`src/rtl/mc_req_buffer.sv`:
```
// Request skid FIFO between the phold arbiter and one MC port, with read-outstanding throttling.
// Optional statistics counters are enabled by defining MC_REQ_STATS_EN.
module mc_req_buffer #(
  parameter int unsigned MC_RTNCTL_WIDTH = 32,
  parameter int unsigned DEPTH           = 8,
  parameter int unsigned NB_DEPTH        = 3,
  parameter int unsigned SKID            = 2,
  parameter int unsigned MAX_RD_OUT      = 64,
  parameter int unsigned NB_RD_OUT       = 7
) (
  input  logic                       clk,
  input  logic                       rst_n,
  input  logic                       up_rq_vld,
  input  logic [2:0]                 up_rq_cmd,
  input  logic [3:0]                 up_rq_scmd,
  input  logic [47:0]                up_rq_vadr,
  input  logic [1:0]                 up_rq_size,
  input  logic [MC_RTNCTL_WIDTH-1:0] up_rq_rtnctl,
  input  logic [63:0]                up_rq_data,
  input  logic                       up_rq_flush,
  output logic                       up_rq_stall,
  output logic                       mc_rq_vld,
  output logic [2:0]                 mc_rq_cmd,
  output logic [3:0]                 mc_rq_scmd,
  output logic [47:0]                mc_rq_vadr,
  output logic [1:0]                 mc_rq_size,
  output logic [MC_RTNCTL_WIDTH-1:0] mc_rq_rtnctl,
  output logic [63:0]                mc_rq_data,
  output logic                       mc_rq_flush,
  input  logic                       mc_rq_stall,
  input  logic                       mc_rs_vld,
  input  logic [2:0]                 mc_rs_cmd,
`ifdef MC_REQ_STATS_EN
  output logic [31:0]                stat_issued,
  output logic [31:0]                stat_stall_cyc,
`endif
  output logic [NB_RD_OUT-1:0]       rd_outstanding,
  output logic                       overflow
);

  localparam int unsigned CNT_W = NB_DEPTH + 1;

  typedef struct packed {
    logic                       flush;
    logic [63:0]                data;
    logic [MC_RTNCTL_WIDTH-1:0] rtnctl;
    logic [1:0]                 size;
    logic [47:0]                vadr;
    logic [3:0]                 scmd;
    logic [2:0]                 cmd;
  } req_t;

  req_t                 mem_q [DEPTH];
  req_t                 up_req_c, head_q, head_d;
  logic [CNT_W-1:0]     wr_ptr_q, wr_ptr_d, rd_ptr_q, rd_ptr_d, count_q, count_d;
  logic                 vld_q, vld_d, stall_q, stall_d, ovf_q, ovf_d;
  logic [NB_RD_OUT-1:0] rd_out_q, rd_out_d;
  logic                 xfer_c, wr_en_c, rd_inc_c, rd_dec_c;

  always_comb begin
    up_req_c = '{flush: up_rq_flush, data: up_rq_data, rtnctl: up_rq_rtnctl, size: up_rq_size,
                 vadr: up_rq_vadr, scmd: up_rq_scmd, cmd: up_rq_cmd};
  end

  // Next-state: pointers, occupancy, throttle counter and registered head stage.
  always_comb begin
    xfer_c   = vld_q && !mc_rq_stall;
    wr_en_c  = up_rq_vld && ((count_q != CNT_W'(DEPTH)) || xfer_c);
    wr_ptr_d = wr_en_c ? wr_ptr_q + CNT_W'(1) : wr_ptr_q;
    rd_ptr_d = xfer_c ? rd_ptr_q + CNT_W'(1) : rd_ptr_q;
    count_d  = count_q;
    if (wr_en_c && !xfer_c) count_d = count_q + CNT_W'(1);
    else if (!wr_en_c && xfer_c) count_d = count_q - CNT_W'(1);
    ovf_d    = ovf_q || (up_rq_vld && !wr_en_c);

    rd_inc_c = xfer_c && (head_q.cmd == 3'd1);
    rd_dec_c = mc_rs_vld && (mc_rs_cmd == 3'd2);
    rd_out_d = rd_out_q;
    if (rd_inc_c && !rd_dec_c) rd_out_d = rd_out_q + NB_RD_OUT'(1);
    else if (rd_dec_c && !rd_inc_c && (rd_out_q != '0)) rd_out_d = rd_out_q - NB_RD_OUT'(1);

    // New head equals the entry being written when the buffer drains down to it.
    head_d = head_q;
    if (count_d != '0) begin
      if (wr_en_c && (rd_ptr_d == wr_ptr_q)) head_d = up_req_c;
      else head_d = mem_q[rd_ptr_d[NB_DEPTH-1:0]];
    end
    vld_d   = (count_d != '0) &&
              !((head_d.cmd == 3'd1) && (rd_out_d == NB_RD_OUT'(MAX_RD_OUT)));
    stall_d = (count_d >= CNT_W'(DEPTH - SKID));
  end

  always_ff @(posedge clk) begin
    if (wr_en_c) mem_q[wr_ptr_q[NB_DEPTH-1:0]] <= up_req_c;
  end

  always_ff @(posedge clk or negedge rst_n) begin
    if (!rst_n) begin
      wr_ptr_q <= '0;
      rd_ptr_q <= '0;
      count_q  <= '0;
      head_q   <= '0;
      vld_q    <= 1'b0;
      stall_q  <= 1'b0;
      ovf_q    <= 1'b0;
      rd_out_q <= '0;
    end else begin
      wr_ptr_q <= wr_ptr_d;
      rd_ptr_q <= rd_ptr_d;
      count_q  <= count_d;
      head_q   <= head_d;
      vld_q    <= vld_d;
      stall_q  <= stall_d;
      ovf_q    <= ovf_d;
      rd_out_q <= rd_out_d;
    end
  end

  assign up_rq_stall    = stall_q;
  assign mc_rq_vld      = vld_q;
  assign mc_rq_cmd      = head_q.cmd;
  assign mc_rq_scmd     = head_q.scmd;
  assign mc_rq_vadr     = head_q.vadr;
  assign mc_rq_size     = head_q.size;
  assign mc_rq_rtnctl   = head_q.rtnctl;
  assign mc_rq_data     = head_q.data;
  assign mc_rq_flush    = head_q.flush;
  assign rd_outstanding = rd_out_q;
  assign overflow       = ovf_q;

`ifdef MC_REQ_STATS_EN
  logic [31:0] issued_q, issued_d, stall_cyc_q, stall_cyc_d;

  always_comb begin
    issued_d    = xfer_c ? issued_q + 32'd1 : issued_q;
    stall_cyc_d = (vld_q && mc_rq_stall) ? stall_cyc_q + 32'd1 : stall_cyc_q;
  end

  always_ff @(posedge clk or negedge rst_n) begin
    if (!rst_n) begin
      issued_q    <= '0;
      stall_cyc_q <= '0;
    end else begin
      issued_q    <= issued_d;
      stall_cyc_q <= stall_cyc_d;
    end
  end

  assign stat_issued    = issued_q;
  assign stat_stall_cyc = stall_cyc_q;
`endif

endmodule
```
`config.mk`:
```
export PLATFORM = sky130hd
export DESIGN_NAME = mc_req_buffer
export DESIGN_NICKNAME = d
export VERILOG_FILES = /design/src/rtl/mc_req_buffer.sv
export SDC_FILE = /design/constraint.sdc
export NUM_CORES = 2
export LEC_CHECK = 0
export BUFFER_PORTS_ARGS = -buffer_cell sky130_fd_sc_hd__buf_4
export CAP_MARGIN = 20
export CORE_ASPECT_RATIO = 1.75
export CORE_UTILIZATION = 51
export CTS_CLUSTER_SIZE = 16
export DETAILED_ROUTE_END_ITERATION = 8
export PLACE_DENSITY = 0.65
export SETUP_SLACK_MARGIN = 0.2
export SLEW_MARGIN = 40
export SYNTH_ARGS = -nofsm -noshare
export SYNTH_HDL_FRONTEND = slang
export SYNTH_SLANG_ARGS = --single-unit
```
`constraint.sdc`:
```
create_clock -name clk -period 19.1 [get_ports clk]
set_input_delay 1.91 -clock clk [delete_from_list [all_inputs] [get_ports clk]]
set_output_delay 1.91 -clock clk [all_outputs]
set_load 0.02 [all_outputs]
```
==> results.yml <==
run_status:
  status: "completed"
drt:
  vias: 25800
  first_pass_iters: 5
  drcViolationCount: 0
  via_per_inst: 5.98
  wl_per_cell_um: 27.9
  wirelength_um: 120000
  antenna_left: 0
  drt-initial-drc-count: 1705
yosys:
  syn_inst: 2455
  netlist-cell-type-count: 56
  synth_edf_count: 1232
  yosys-top-cells-area: "edfxtp_1 67%, mux4_2 13%, mux2_2 9.3%, dfrtp_1 8.0%, buf_2 0.50%"
  ys.flop_type: "edfxtp_1"
  async_flop_share_pct: 12.5
  yosysTopAreaCellShare_pct: 67.0
  synth_nets: 2624
  syn_avg_cell_area_um2: 22.5
  yosysWarnings: 0
  synth.cell_area_um2: 55300
  yosys.area.top_type: "edfxtp_1"
  seq_area_frac_synth_pct: 74.9
  synth_seq_cells: 1408
timing:
  setup_tns_ns: 0
  final-max-slew-violation-count: 0
  finalHoldViolations: 0
  fin_ws_ns: 12.67
  fmax_mhz: 156
  rsz0062_at_grt: "false"
  fin_crit_ns: 6.43
  max_slew_margin_pct: 44.7
  finalSetupViolCount: 0
  worstMarginPinSlew_ns: 0.830
  period_share_pct: 33.7
  skew_ns: 0.0325
pwr:
  p_sw_share_pct: 30.6
  finalPower_uw: 11200
  power.density_nw_per_um2: 176
  seq_power_share_pct: 37.6
  combPwrFrac_pct: 40.0
  p_switching_uw: 3440
  vdd_drop_max_mv: 0.147
  clkPwrFrac_pct: 22.4
  p_leak_uw: 0.0215
  p_int_uw: 7810
cts:
  cts_sinks: 1408
  cts_buffer_depth: 3
  cts_setup_buffers: 0
  cts.repair.resized: 0
  cts_hold_buf: 0
  cts_root_buffer: "clkbuf_16"
  cts.clk_slew.worst_paths_ns: 0.06
  cts_buffers: 120
  clk_latency_ns: 0.75
  htree_num_levels: 3
  cts_tree: "built"
global_routing:
  grt_max_degree: 87
  grt_first_pass_wirelength_um: 181000
  grt_pass1_vias: 28200
  gr-total-overflow: 0
  antenna_found_initial: 17
  track_usage_pct: 22.5
die:
  die_x_um: 251
  rows: 159
  initial_utilization_pct: 51.4
  dieArea_um2: 110000
  io_pins: 326
  die_height_um: 437
  core_area_um2: 107000
min_path:
  worstHoldPathType: "reg -> reg"
  holdCritStartpoint: "wr_ptr_q[3]$_DFFE_PN0P_"
finish:
  layout_commonest_cell: "edfxtp_1"
  multi_input_area_um2: 13300
  nets: 2999
  ff_latch_area_um2: 41400
  fillers: 7699
  drive_gt1_share_pct: 46.1
  area_growth_pct: 15.5
  most-common-layout-cells: "1232 x edfxtp_1, 455 x mux2_2, 340 x buf_4"
placement:
  io_buffers: 325
  routabilityCongestion: 0.755
  dp_hpwl_um: 66200
  pre_cts_ws_ns: 11.75
setup_path:
  cp-start-kind: "input pin"
  path_class: "in -> reg"
  endpoint_kind: "register"
  critical_path_arrival_ns: 7.04
  critPathLaunch: "mc_rq_stall"
  reg2reg_from: "mc_rq_vld$_DFF_PN0_"
  cp_max_fo: 54
  cp.required_ns: 19.72
run:
  drv_cap: 0
final timing paths:
path,endpoint,depth (start not counted),slack [ns]
max reg2reg,mc_rq_scmd[2]$_DFFE_PN0N_,10,13.58
min in group asynchronous,mc_rq_vadr[32]$_DFFE_PN0N_,1,1.11
min reg2reg,wr_ptr_q[3]$_DFFE_PN0P_,1,0.49
min,wr_ptr_q[3]$_DFFE_PN0P_,1,0.49
max in group asynchronous,mc_rq_vadr[38]$_DFFE_PN0N_,3,16.29
max,mc_rq_scmd[2]$_DFFE_PN0N_,11,12.67
critical path: stages:
cell	delay, ns
buf_4	0.12
and2b_1	0.67
xnor2_4	0.18
clkbuf_8	0.56
buf_6	0.61
clkbuf_8	0.70
buf_4	0.73
mux4_2	0.59
mux2_2	0.27
mux2_2	0.26
mux2_2	0.27
synth_stat cells (all sizes together), types with 2 or more instances:
| master | n |
|---|---|
| o211ai | 4 |
| a31oi | 5 |
| nand4bb | 3 |
| dfrtp | 176 |
| o21a | 2 |
| mux2 | 459 |
| nand2 | 12 |
| nor3 | 8 |
| o31ai | 2 |
| buf | 88 |
| nand4 | 2 |
| nand3b | 2 |
| clkbuf | 40 |
| nor4 | 4 |
| a31o | 2 |
| a21oi | 3 |
| nand2b | 3 |
| o21ai | 4 |
| ha | 7 |
| and3 | 3 |
| xor2 | 5 |
| nor2 | 12 |
| xnor2 | 13 |
| mux4 | 314 |
| inv | 12 |
| mux2i | 5 |
| nand3 | 14 |
| a21o | 2 |
| edfxtp | 1232 |
layer usage:
metal  up-vias  share of wire [%]  global-route usage (%)
li1      10900                  -                       -
met1     13900                 40                    29.3
met2       743                 51                    38.0
met3       143                6.3                    4.76
met4        22                2.2                    7.12
met5         -               0.12                       0
flip-flops by register name (all words and copies together) (netlist names):
register and flops:
mc_rq_vld 1, mc_rq_flush 1, mc_rq_cmd 3, up_rq_stall 1
mem_q 1232, wr_ptr_q 4, rd_outstanding 7, mc_rq_vadr 48
count_q 4, mc_rq_scmd 4, mc_rq_data 64, mc_rq_size 2
overflow 1, rd_ptr_q 4, mc_rq_rtnctl 32
metrics by stage:
| step | hold slack [ns] | util [%] | area [µm²] | std cells |
|---|---|---|---|---|
| finish | 0.491 | 59.4 | 63800 | 4311 |
| global placement | 0.477 | 55.1 | 59200 | 4062 |
| floorplan | 0.462 | - | 55300 | 2455 |
| detailed placement | 0.479 | 55.4 | 59600 | 4072 |
| CTS | 0.489 | 59.3 | 63700 | 4302 |
| global route | 0.492 | 59.4 | 63800 | 4311 |
power by group through the flow:
stage          Combinational [µW]  Clock [µW]  Sequential [µW]
2_1_floorplan                3110           0             4550
3_3_place_gp                 4430           0             4270
3_5_place_dp                 4560           0             4300
4_1_cts                      4570        2580             4240
5_1_grt                      4830        2690             4280
6_report                     4500        2520             4230
cell type report:
cell class                 instances  share of cell area [%]
antenna                            5                  0.0196
clock buffer                     181                    5.53
clock inverter                    49                   0.926
inverter                          12                  0.0785
multi-input combinational        907                    20.8
sequential                      1408                    64.9
tap                             1368                    2.68
timing repair buffer             381                    5.06
kinds of logic (layout without fill, tap and decap cells):
family                   count (synthesis)  after routing  synth area share [%]
other                                    0              5                     0
AO/OA/AOI/OAI                           33             33                 0.435
flip-flops                            1408           1408                  74.9
adder cells (fa/ha/maj)                  7              7                 0.159
XOR/XNOR                                18             18                 0.333
multiplexers                           778            778                  22.3
buffers and inverters                  140            623                  1.19
AND/OR/NAND/NOR                         71             71                 0.702
(Power assumes the default switching activity.)
